==> src/rtl/booth_r4_pkg.sv <==
// Shared types for the radix-4 Booth multiplier family.
// Latency: n/a (types and a pure function only).
// Backpressure: n/a.
package booth_r4_pkg;

    // Signed Booth digit selected by one overlapping 3-bit window of the multiplier
    typedef enum logic [2:0] {
        ZERO,
        POS1,
        POS2,
        NEG1,
        NEG2
    } booth_digit_t;

    typedef enum logic [1:0] {
        IDLE,
        BUSY,
        DONE
    } booth_state_t;

    // Window {y[2i+1], y[2i], y[2i-1]} -> digit in {-2,-1,0,+1,+2}
    function automatic booth_digit_t booth_decode(input logic [2:0] triple);
        booth_digit_t d;
        case (triple)
            3'b001, 3'b010: d = POS1;
            3'b011:         d = POS2;
            3'b100:         d = NEG2;
            3'b101, 3'b110: d = NEG1;
            default:        d = ZERO;
        endcase
        return d;
    endfunction

endpackage

==> src/rtl/booth_r4_digit_enc.sv <==
// Booth digit encoder: turns a 3-bit multiplier window and M into digit*M.
// Latency: combinational.
// Backpressure: none (pure datapath).
//
// Ports:
//   triple : {y[2i+1], y[2i], y[2i-1]}
//   m      : multiplicand already extended to WIDTH+2 bits (two's complement)
//   pp     : digit*M as a WIDTH+3 bit two's-complement value
module booth_r4_digit_enc
    import booth_r4_pkg::*;
#(
    parameter int WIDTH = 16
) (
    input  logic [2:0]       triple,
    input  logic [WIDTH+1:0] m,
    output logic [WIDTH+2:0] pp
);

    logic [WIDTH+2:0] m_ext;
    logic [WIDTH+2:0] m_dbl;

    // WIDTH+3 bits holds +-2M even for a zero-extended unsigned M
    assign m_ext = {m[WIDTH+1], m};
    assign m_dbl = {m, 1'b0};

    always_comb begin
        pp = '0;
        case (booth_decode(triple))
            POS1:    pp = m_ext;
            POS2:    pp = m_dbl;
            NEG1:    pp = -m_ext;
            NEG2:    pp = -m_dbl;
            default: pp = '0;
        endcase
    end

endmodule

==> src/rtl/booth_r4_seq_mult.sv <==
// Iterative radix-4 Booth multiplier, one digit per clock, signed or unsigned per transaction.
// Latency: result valid WIDTH/2+1 cycles after the acceptance edge, independent of data.
// Backpressure: in_ready low while busy or holding a result; result held until out_ready.
//
// Ports:
//   clk, rst_n            : clock, asynchronous active-low reset
//   in_valid/in_ready     : operand handshake; x, y, signed_mode sampled on acceptance
//   out_valid/out_ready   : result handshake; out_o holds the 2*WIDTH product
module booth_r4_seq_mult
    import booth_r4_pkg::*;
#(
    parameter int WIDTH = 16
) (
    input  logic                 clk,
    input  logic                 rst_n,
    input  logic                 in_valid,
    output logic                 in_ready,
    input  logic [WIDTH-1:0]     x,
    input  logic [WIDTH-1:0]     y,
    input  logic                 signed_mode,
    output logic                 out_valid,
    input  logic                 out_ready,
    output logic [2*WIDTH-1:0]   out_o
);

    localparam int NDIG  = WIDTH / 2 + 1;
    localparam int CNT_W = $clog2(NDIG + 1);
    localparam int PW    = 2 * WIDTH;

    booth_state_t      state;
    logic [WIDTH+1:0]  m_reg;
    // Multiplier with the implicit y[-1]=0 appended; shifted right two bits per digit
    logic [WIDTH+2:0]  y_sh;
    logic [PW-1:0]     acc;
    logic [CNT_W-1:0]  cnt;

    logic [WIDTH+2:0]  pp;
    logic [PW-1:0]     pp_ext;
    logic [PW-1:0]     acc_nxt;
    logic [WIDTH+1:0]  x_ext;
    logic [WIDTH+1:0]  y_ext;

    assign x_ext = signed_mode ? {{2{x[WIDTH-1]}}, x} : {2'b00, x};
    assign y_ext = signed_mode ? {{2{y[WIDTH-1]}}, y} : {2'b00, y};

    booth_r4_digit_enc #(.WIDTH(WIDTH)) u_enc (
        .triple (y_sh[2:0]),
        .m      (m_reg),
        .pp     (pp)
    );

    // Partial product weighted by 4^cnt; wraparound beyond PW bits is intended
    assign pp_ext  = {{(PW - WIDTH - 3){pp[WIDTH+2]}}, pp};
    assign acc_nxt = acc + (pp_ext << {cnt, 1'b0});

    always_ff @(posedge clk or negedge rst_n) begin
        if (!rst_n) begin
            state     <= IDLE;
            in_ready  <= 1'b1;
            out_valid <= 1'b0;
            out_o     <= '0;
            m_reg     <= '0;
            y_sh      <= '0;
            acc       <= '0;
            cnt       <= '0;
        end else begin
            case (state)
                IDLE: begin
                    if (in_valid) begin
                        state    <= BUSY;
                        in_ready <= 1'b0;
                        m_reg    <= x_ext;
                        y_sh     <= {y_ext, 1'b0};
                        acc      <= '0;
                        cnt      <= '0;
                    end
                end
                BUSY: begin
                    acc  <= acc_nxt;
                    y_sh <= y_sh >> 2;
                    cnt  <= cnt + CNT_W'(1);
                    if (cnt == CNT_W'(NDIG - 1)) begin
                        state     <= DONE;
                        out_o     <= acc_nxt;
                        out_valid <= 1'b1;
                    end
                end
                DONE: begin
                    if (out_ready) begin
                        state     <= IDLE;
                        out_valid <= 1'b0;
                        in_ready  <= 1'b1;
                    end
                end
                default: begin
                    state     <= IDLE;
                    out_valid <= 1'b0;
                    in_ready  <= 1'b1;
                end
            endcase
        end
    end

endmodule

==> config.mk <==
export PLATFORM = sky130hd
export DESIGN_NAME = booth_r4_seq_mult
export DESIGN_NICKNAME = d
export VERILOG_FILES = /design/src/rtl/booth_r4_pkg.sv /design/src/rtl/booth_r4_digit_enc.sv /design/src/rtl/booth_r4_seq_mult.sv
export SDC_FILE = /design/constraint.sdc
export NUM_CORES = 1
export LEC_CHECK = 0
export CORE_ASPECT_RATIO = 0.7
export CORE_UTILIZATION = 55
export CTS_BUF_LIST = sky130_fd_sc_hd__clkbuf_4
export CTS_CLUSTER_DIAMETER = 50
export CTS_CLUSTER_SIZE = 20
export DETAILED_ROUTE_END_ITERATION = 6
export HOLD_SLACK_MARGIN = 0.05
export PLACE_DENSITY = 0.85
export SETUP_SLACK_MARGIN = 0.15
export SLEW_MARGIN = 5
export SYNTH_ARGS = -nofsm -noshare
export SYNTH_HDL_FRONTEND = slang
export SYNTH_SLANG_ARGS = --single-unit
==> constraint.sdc <==
create_clock -name clk -period 5.5 [get_ports clk]
set_clock_uncertainty 0.05 [all_clocks]
set_input_delay 0.825 -clock clk [delete_from_list [all_inputs] [get_ports clk]]
set_output_delay 0.825 -clock clk [all_outputs]
set_load 0.03 [all_outputs]
=== Word-level counts from Yosys, hierarchy flattened ===
Cells that the tools add are included.

* Register bits: 109
* Input bits: 37
* Output and inout port bits: 34
* Word-level logic and storage cells: 61

* Add/sub/neg operators: 4
* Eq/ne operators: 16
* Shifts and indexed selects: 1
* Multiplexer cells: 20
* Bitwise operators: 2
* Reductions and logical operators: 10

{| class="wikitable"
|+ Operators by type and width
! operator !! count
|-
| case mux 19 bit (4 select lines) || 1
|-
| case mux 32 bit (2 select lines) || 1
|-
| negation 19 bit || 2
|-
| case mux 19 bit (2 select lines) || 1
|-
| two-way mux 18 bit || 2
|-
| adder 32 bit || 1
|-
| two-way mux 32 bit || 1
|-
| << shifter 32 x 5 -> 32 bit || 1
|-
| two-way mux 19 bit || 1
|-
| == test 3 x 2 -> 1 bit (second input constant) || 4
|-
| == test 3 bit (second input constant) || 4
|-
| case mux 3 bit (4 select lines) || 1
|-
| AND reduction 3 bit || 3
|-
| case mux 4 bit (2 select lines) || 1
|-
| == test 3 x 1 -> 1 bit (second input constant) || 2
|-
| two-way mux 2 bit || 3
|-
| != test 2 bit (second input constant) || 3
|-
| case mux 1 bit (3 select lines) || 2
|-
| case mux 2 bit (3 select lines) || 1
|-
| AND reduction 2 bit || 3
|-
| adder 4 x 1 -> 4 bit (second input constant) || 1
|-
| == test 4 bit (second input constant) || 1
|-
| two-way mux 1 bit || 4
|-
| two-way mux 4 bit || 1
|-
| 6 further kinds || 8
|}

=== Longest topological paths before layout ===
Gate-level depths: netlist of run 1.

* Depth after elaboration: 8
* Depth in mapped cells: 24
* Depth with buffers taken out: 21

=== Modules after synthesis ===
A second synthesis of run 1 with hierarchy kept.

* Cells, all modules: 987
* Area total of the unflattened synthesis: 8044.0 µm²

{| class="wikitable"
|+ Modules (own cells, without submodules)
! module !! times used !! cells each !! area an instance (µm²) !! seq. area each (µm²)
|-
| booth_r4_seq_mult || 1 || 809 || 6934.2 || 2678.8
|-
| booth_r4_digit_enc || 1 || 178 || 1109.8 || 0.0
|}

=== Worst setup path after synthesis of run 1 ===
Ideal clock, no wire load.

* Path type: register to register
* Start: reg m_reg[0]
* End: reg out_o[30]
* Setup time: 125 ps
* Data arrival time: 4748 ps
* Data required time: 5325 ps
* Path slack: 577 ps
* Cell stages (with the launch flop): 24
* Buffers on the path: 2
* Clock period less this slack: 4923 ps
* Cell sequence: dfrtp_1 > buf_6 > inv_1 > ha_1 > or3b_1 > clkbuf_1 > o31ai_1 > xnor2_1 > a221oi_1 > o21ai_0 > mux4_2 > nor2_1 > a21o_1 > nor2_1 > ha_1 > nand4_1 > nor4b_1 > nor4_1 > o211ai_1 > nand2_1 > o31ai_1 > a21oi_1 > xnor2_1 > mux2_2

* Word-level cells in the longest chain between the ends: 4
* Elaborated cells between the ends (all ways): 5
* Classes of those cells: add/sub (3); shift (1); mux (1)

{| class="wikitable"
|+ Ends and longest elaborated chain
! item !! RTL line !! RTL
|-
| from (decl) || booth_r4_seq_mult.sv:31 || <nowiki>logic [WIDTH+1:0] m_reg;</nowiki>
|-
| from (signal assigned) || booth_r4_seq_mult.sv:72 || <nowiki>m_reg <= x_ext;</nowiki>
|-
| negation 19 bit (on tied branches) || booth_r4_digit_enc.sv:31, booth_r4_digit_enc.sv:32 ||
|-
| case mux 19 bit (4 select lines) (*) || booth_r4_digit_enc.sv:28 || <nowiki>case (booth_decode(triple))</nowiki>
|-
| << shifter 32 x 5 -> 32 bit (*) || booth_r4_seq_mult.sv:54 || <nowiki>assign acc_nxt = acc + (pp_ext << {cnt, 1'b0});</nowiki>
|-
| adder 32 bit (*) || booth_r4_seq_mult.sv:54 ||
|-
| to (signal assigned) || booth_r4_seq_mult.sv:84 || <nowiki>out_o <= acc_nxt;</nowiki>
|-
| to (decl) || booth_r4_seq_mult.sv:23 || <nowiki>output logic [2*WIDTH-1:0] out_o</nowiki>
|}

Mark *: on every way between the ends. The rest lies on a longest branch, timed or not.
A chain may end at the register's enable or synchronous reset.

=== Final worst setup path of run 1 ===
* Start: reg m_reg[1]
* End: reg out_o[30]

* Word-level cells in the longest chain between the ends: 4
* Elaborated cells between the ends (all ways): 5
* Classes of those cells: add/sub (3); shift (1); mux (1)

{| class="wikitable"
|+ Ends and longest elaborated chain
! item !! RTL line
|-
| negation 19 bit (on tied branches) || booth_r4_digit_enc.sv:32, booth_r4_digit_enc.sv:31
|-
| case mux 19 bit (4 select lines) (*) || booth_r4_digit_enc.sv:28
|-
| << shifter 32 x 5 -> 32 bit (*) || booth_r4_seq_mult.sv:54
|-
| adder 32 bit (*) || booth_r4_seq_mult.sv:54
|}

Marks and branches as above.

==> results of run 1 <==
metrics by stage:
stage                     setup WS, ns  instances  hold slack, ns  cell area (sq um)  utilization
after floorplan                  0.577        974           0.406               7870            -
after global placement           0.243       1210           0.409               8870        0.635
after detailed placement        0.0881       1210           0.412               8870        0.635
after CTS                        0.130       1226           0.287               9080        0.650
after global routing            0.0367       1230           0.325               9270        0.664
final                            0.288       1230           0.264               9270        0.664
final timing paths:
check	from	end	slack, ns	depth (start not counted)
setup reg to reg	m_reg[1]	out_o[30]	0.29	21
min in group clk	out_o[20]	out_o[20]	0.45	2
hold reg to reg	out_o[20]	out_o[20]	0.45	2
hold / removal	rst_n	out_o[7]	0.26	1
setup / recovery	m_reg[1]	out_o[30]	0.29	21
max in group asynchronous	rst_n	cnt[2]	3.99	2
area by class of cell:
class	instances	area, sq um	area share
clock buffers	9	67.6	0.00729
clock inverters	7	110	0.0119
inverters	19	71.3	0.00770
multi-input cells	781	5040	0.544
flip-flops and latches	107	2680	0.290
well taps	190	238	0.0257
repair buffers	117	1050	0.113
synthesized netlist by cell type (3+ instances only):
library cell / instances
nor3b_1: 4
inv_1: 15
a21oi_1: 52
o41ai_1: 3
nor2b_1: 5
o22ai_1: 18
nand2b_1: 9
o21a_1: 10
o21ai_0: 73
buf_1: 6
a22oi_1: 7
a221oi_1: 5
mux2_2: 6
a211oi_1: 7
nor3_1: 24
or2_2: 3
o21bai_1: 6
dfrtp_1: 106
and3_1: 3
mux4_2: 5
clkbuf_1: 51
a22o_1: 22
a32oi_1: 3
nand3_1: 30
mux2i_1: 12
o211ai_1: 11
nor4_1: 7
nand4_1: 9
nor2_1: 96
and2_1: 15
ha_1: 34
clkinv_1: 4
a21o_1: 16
buf_2: 8
or3_1: 4
a31oi_1: 6
o31ai_1: 6
xor2_1: 17
nand2_1: 171
o2111ai_1: 3
nand4b_1: 5
a221o_1: 4
xnor2_1: 23
cell families (layout without fill, tap and decap cells):
| logic type | count (synthesis) | in the layout |
|---|---|---|
| buffers and inverters | 86 | 152 |
| XOR/XNOR | 41 | 41 |
| flip-flops | 107 | 107 |
| adder cells (fa/ha/maj) | 35 | 35 |
| AO/OA/AOI/OAI | 284 | 284 |
| AND/OR/NAND/NOR | 398 | 398 |
| multiplexers | 23 | 23 |
routing by layer:
metal	part of all wire	track usage	routed length, um
met5	0	0.00625	0
met4	0.012	0.0712	272
met3	0.11	0.0603	2570
met2	0.40	0.443	9170
met1	0.47	0.485	10900
timing repair:
item,in CTS,in global routing
buffers inserted,0,4
cloned,0,0
endpoints found under the setup margin,3,26
gates resized for setup,6,36
pin swaps,0,7
critical path, delay by kind of cell (launching register included):
| kind | cells | cell delay, ns |
|---|---|---|
| flops | 1 | 0.45 |
| simple gates | 8 | 1.32 |
| xor+xnor | 1 | 0.16 |
| fa+ha+maj | 2 | 0.57 |
| buf+inv | 2 | 0.26 |
| compound gates | 6 | 1.51 |
| mux | 2 | 0.79 |
==> metrics.md, run 1 <==
| Metric | Value |
|---|---|
| Share of layout cells above drive strength 1 | 0.123 |
| Post-synth top area cell | dfrtp_1 |
| Clock buffers created by TritonCTS | 9 |
| Post-Synth Adder-Cell Area | 0.0566 |
| Starting density of the core | 0.564 |
| Number of setup violations in the final report | 0 |
| Number of antenna violations at the first check in global routing | 0 |
| Regs by FF count | acc x32, out_o x32, y_sh x18 |
| Wirelength per Cell | 18.6 um |
| Maximum buffer depth of the clock tree | 2 |
| DRC viols | 0 |
| Hold buffer count at CTS | 0 |
| Accumulated negative setup slack | 0 ns |
| Cells taking the most area after synthesis | dfrtp_1 (34%), nand2_1 (8.2%), ha_1 (5.4%), o21ai_0 (4.6%), nor2_1 (4.6%) |
| FMAX | 192 MHz |
| Clock transition at path regs | 0.21 ns |
| Chip height | 102 um |
| Clock tree root buffer cell | clkbuf_4 |
| Cell area after technology mapping | 7870 sq um |
| Setup repair after global routing missed its margin | true |
| Most common library cell in the layout ignoring fill and taps | nand2_1 |
| Mux contribution to synthesized area | 0.0381 |
| Synth Area in Compound Gates | 0.244 |
| Post-route minimum period | 5.21 ns |
| Synth Net Count | 1,046 |
| Antenna-violating nets left | 0 |
| Count of standard-cell rows | 36 |
| Relative max-transition margin | 0.239 |
| Critical Path Source Type | register |
| Most frequent cells in the layout | nand2_1 (171), dfrtp_1 (102), nor2_1 (94), o21ai_0 (71), clkdlybuf4s50_1 (69) |
| Synthesized instance count | 974 |
| Clock latency reported for the late side of the worst-skew pair | 0.52 ns |
| Slew @ Worst Pin | 1.14 ns |
| Horizontal extent of the die | 145 um |
| Element type at the critical path end | register |
| Highest fanout seen on the critical path | 6 |
| Cells traversed along the worst timing path | inv_1 -> ha_2 -> nor4b_2 -> buf_4 -> nand4b_1 -> and2_1 -> a221o_1 -> mux4_2 -> nor2_1 -> a21o_1 -> nor2_1 -> ha_1 -> nand4_1 -> a2111oi_2 -> nand3_1 -> o211ai_1 -> nand2_1 -> o31ai_4 -> a21oi_1 -> xnor2_1 -> mux2_2 |
| Avg Inst Size Synth | 8.08 sq um |
| Total wire length after detailed routing | 22.9 mm |
| Core Footprint | 14,000 sq um |
| Final-report hold violation count | 0 |
| Fraction of the yosys area taken by sequential cells | 0.340 |
| Number of vias in the routed layout | 7,807 |
| Pin count of the biggest net entering global routing | 58 |
| Main combinational cell family by area after synthesis | compound AO/OA/AOI/OAI gates |
| Type of the tightest min-delay check | input pin to asynchronous set/reset pin |
| Critical-path cell with the highest stage delay | mux4_2 |
| Share of the synthesized area in the top cell type | 0.337 |
| Cell type with the highest occurrence count on the critical path | nor2_1 |
| Syn-to-layout area delta | 17.7% |
| Vias in the first global route | 7,061 |
| Count of flip-flops with a built-in enable after synthesis | 0 |
| Setup Crit Path Kind | register to register |
| Count of TritonRoute iterations in the first routing pass | 7 |
| CTS tree | yes |
| Die area | 14,800 sq um |
| Netlist cell types | 81 |
| Global-route wire length before repair | 36.6 mm |
| Global routing usage summed across all routing layers | 0.313 |
| Fraction of synthesized cell area in xor and xnor cells | 0.0474 |
| Worst path arrival time | 5.59 ns |
| Worst path required time | 5.87 ns |
| Antenna fix cells | 0 |
| Maximum capacitance violations | 0 |
| Final weighted congestion of routability-driven global placement | 0.995 |
| Final period util | 0.948 |
| Violation count after the first detailed-route iteration | 1,069 |
| Highest cell delay on the worst timing path | 0.52 ns |
| Count of synthesis-stage warnings from yosys | 0 |
| Fraction of registers with async set or reset after synthesis | 1.00 |
| Number of max-slew violations in the final report | 0 |
| I/O pins | 71 |
| Fraction of the mapped netlist area in simple logic gates | 0.230 |
| Status | complete, no violations |
| Number of clock sinks | 107 |
| Via density per instance | 6.35 |
| Top_reg_cell synth | dfrtp_1 |
| Number of buffers added on ports | 70 |
| Placed wire-length estimate after detailed placement | 16.5 mm |
| H-tree depth | 3 |
| Nets@finish | 1,107 |
| Overflow left after global routing | 0 |
| Fillcell total | 1,165 |
| Synthesized flop and latch total | 107 |
Power of run 1 is left out: the tool's default activity adds up to more than one toggle a clock period on the data nets, which glitch-free logic cannot reach.
==> inputs of run 2 (changes only) <==
--- a/config.mk
+++ b/config.mk
@@ -5,6 +5,7 @@
 export SDC_FILE = /design/constraint.sdc
 export NUM_CORES = 1
 export LEC_CHECK = 0
+export ABC_AREA = 1
 export CORE_ASPECT_RATIO = 0.7
 export CORE_UTILIZATION = 55
 export CTS_BUF_LIST = sky130_fd_sc_hd__clkbuf_4
==> run 2 against run 1 <==
Flip-flop and latch count did not move. Global-route usage down 1.1 points. Routed wire length fell by 11%. Count of clock-buffer cells in the layout rose by 1. Non-clock buffer count decreased by 38. Worst setup slack improved by 0.85 ns. Area after synthesis is 4.4% lower. Die area shrank 4.3%. Critical path depth grew 1. Final area down 8.5%. Maximum frequency up 19%. Register-to-register slack better by 0.85 ns.
==> metrics.md, run 2 <==
| Metric | Value |
|---|---|
| Critical-path cell with the highest stage delay | dfrtp_1 |
| Cells taking the most area after synthesis | dfrtp_1 (35%), nand2_1 (17%), nand3_1 (6.8%), o21ai_0 (5.7%), ha_1 (5.7%) |
| Count of standard-cell rows | 35 |
| Capturing point of the worst reg2reg path | out_o[27] |
| Highest cell delay on the worst timing path | 0.48 ns |
| Cells on worst reg2reg path | 22 |
| Antenna-violating nets left | 0 |
| I/O pins | 71 |
| Global-route wire length before repair | 33.9 mm |
| Antenna fix cells | 0 |
| Element type at the critical path end | register |
| Final-report hold violation count | 0 |
| Clock tree root buffer cell | clkbuf_4 |
| Synthesized instance count | 1,081 |
| Setup repair after global routing missed its margin | false |
| Status | complete, no violations |
| Clock latency reported for the late side of the worst-skew pair | 0.50 ns |
| Accumulated negative setup slack | 0 ns |
| Count of flip-flops with a built-in enable after synthesis | 0 |
| Most common library cell in the layout ignoring fill and taps | nand2_1 |
| Syn-to-layout area delta | 12.6% |
| Number of setup violations in the final report | 0 |
| Area of placed instances | 8350 sq um |
| Most frequent cells in the layout | nand2_1 (340), dfrtp_1 (106), nand3_1 (103), o21ai_0 (86), inv_1 (80) |
| Fillcell total | 1,244 |
| Cells traversed along the worst timing path | nor2_1 -> nand2_1 -> nor2_1 -> nand2_1 -> nand3_1 -> o2111ai_1 -> nand2_1 -> o21ai_0 -> mux2i_1 -> nor3_1 -> ha_1 -> a21oi_1 -> o21a_1 -> nand2_1 -> a21boi_2 -> o21ai_2 -> a21oi_1 -> o21bai_1 -> nand2_1 -> nand3b_1 -> nand3_1 -> nand2_1 |
| Count of TritonRoute iterations in the first routing pass | 6 |
| Die area | 14,200 sq um |
| Clock buffers created by TritonCTS | 9 |
| Cell area after technology mapping | 7530 sq um |
| Post-route minimum period | 4.37 ns |
| Final weighted congestion of routability-driven global placement | 0.966 |
| Relative max-transition margin | 0.388 |
| Horizontal extent of the die | 142 um |
| Maximum capacitance violations | 0 |
| Vias in the first global route | 6,835 |
| Synthesized flop and latch total | 107 |
| Post-synth top area cell | dfrtp_1 |
| Wirelength per Cell | 15.3 um |
| Final period util | 0.794 |
| Number of antenna violations at the first check in global routing | 0 |
| Post-route worst hold slack | 0.260 ns |
| Buffers inserted by post-CTS timing repair | 0 |
| DRC viols | 0 |
| Hold buffer count at CTS | 0 |
| Number of max-slew violations in the final report | 0 |
| Starting density of the core | 0.567 |
| Count leader, synth | nand2_1 |
| Highest fanout seen on the critical path | 4 |
| Setup slack, reg-to-reg | 1.13 ns |
| Core Footprint | 13,300 sq um |
| Final instance area | 8480 sq um |
| Overflow left after global routing | 0 |
| Critical Path Source Type | register |
| Top_reg_cell synth | dfrtp_1 |
| Number of clock sinks | 107 |
| Number of instances resized during post-cts repair | 0 |
| Share of layout cells above drive strength 1 | 0.0599 |
| Total wire length after detailed routing | 20.3 mm |
| Synth Net Count | 1,153 |
| Global routing usage summed across all routing layers | 0.301 |
| Worst r2r src | m_reg[3] |
| Nets@finish | 1,202 |
| Worst path arrival time | 4.72 ns |
| FMAX | 229 MHz |
| Most numerous cell types in the synthesized netlist | nand2_1 (340), dfrtp_1 (106), nand3_1 (103) |
| CTS tree | yes |
| Setup Crit Path Kind | register to register |
| Avg Inst Size Synth | 6.96 sq um |
| Maximum buffer depth of the clock tree | 2 |
| Number of buffers added on ports | 70 |
| Netlist cell types | 49 |
| Fraction of the yosys area taken by sequential cells | 0.356 |
| Worst path required time | 5.85 ns |
| Clock transition at path regs | 0.21 ns |
| Via density per instance | 5.71 |
| Chip height | 99.9 um |
| Regs by FF count | acc x32, out_o x32, y_sh x18 |
| Slew @ Worst Pin | 0.917 ns |
| Placed wire-length estimate after detailed placement | 15.4 mm |
| Type of the tightest min-delay check | input pin to asynchronous set/reset pin |
| Violation count after the first detailed-route iteration | 839 |
| H-tree depth | 3 |
| Fraction of registers with async set or reset after synthesis | 1.00 |
| Pin count of the biggest net entering global routing | 60 |
| Count of synthesis-stage warnings from yosys | 0 |
| Share of the synthesized area in the top cell type | 0.352 |
| Cell type with the highest occurrence count on the critical path | nand2_1 |
| Number of vias in the routed layout | 7,535 |
## run 2: changes by cell type after synthesis, moves of 19 or more
cell	previous run	this run
nand2_1	171	340
nand3_1	30	103
inv_1	15	80
clkbuf_1	51	27
a22o_1	22	1
nor2_1	96	77
## run 2: how the worst max path moves through the flow
stage / startpoint / endpoint / slack [ns] / cells past startpoint
after floorplan: m_reg[0] / acc[27] / 2.15 / 23
after global placement: m_reg[0] / out_o[21] / 1.43 / 24
after detailed placement: y_sh[2] / acc[27] / 1.38 / 22
after CTS: m_reg[3] / out_o[27] / 1.34 / 22
after global routing: m_reg[3] / acc[21] / 0.78 / 23
final: m_reg[3] / out_o[27] / 1.13 / 22
## run 2: metal layers
metal | global-route usage | wire length (um) | vias up
met5 | 0 | 0 | -
met4 | 0.0703 | 246 | 0
met3 | 0.0515 | 1800 | 22
met2 | 0.424 | 8120 | 343
met1 | 0.475 | 10100 | 3485
li1 | - | - | 3685
## run 2: cell type report
class / instances / area [sq um] / area share
clock inverter: 6 / 50.0 / 0.00590
clock buffer: 10 / 75.1 / 0.00886
sequential: 107 / 2680 / 0.316
timing repair buffer: 79 / 766 / 0.0903
inverter: 91 / 342 / 0.0403
multi-input combinational: 842 / 4330 / 0.511
tap: 185 / 231 / 0.0273
## run 2: critical path, delay by kind of cell, from the launching register on
kind | cells | cell delay [ns]
adder cells (fa/ha/maj) | 1 | 0.38
multiplexers | 1 | 0.28
AO/OA/AOI/OAI | 8 | 1.47
flip-flops | 1 | 0.48
AND/OR/NAND/NOR | 12 | 1.58
## run 2: cell families after synthesis
family / Yosys count / share of synthesized area
adder cells (fa/ha/maj): 35 / 0.0592
AND/OR/NAND/NOR: 572 / 0.327
buffers and inverters: 132 / 0.0691
flip-flops: 107 / 0.356
XOR/XNOR: 28 / 0.0336
AO/OA/AOI/OAI: 206 / 0.154
multiplexers: 1 / 0.00133
## run 2: per-stage QoR
stage | setup slack, ns | std cells | util
2_1_floorplan | 2.15 | 1081 | -
3_3_place_gp | 1.43 | 1304 | 0.629
3_5_place_dp | 1.38 | 1304 | 0.629
4_1_cts | 1.34 | 1320 | 0.639
5_1_grt | 0.780 | 1320 | 0.639
6_report | 1.13 | 1320 | 0.639
Power of run 2 is left out for the same reason.
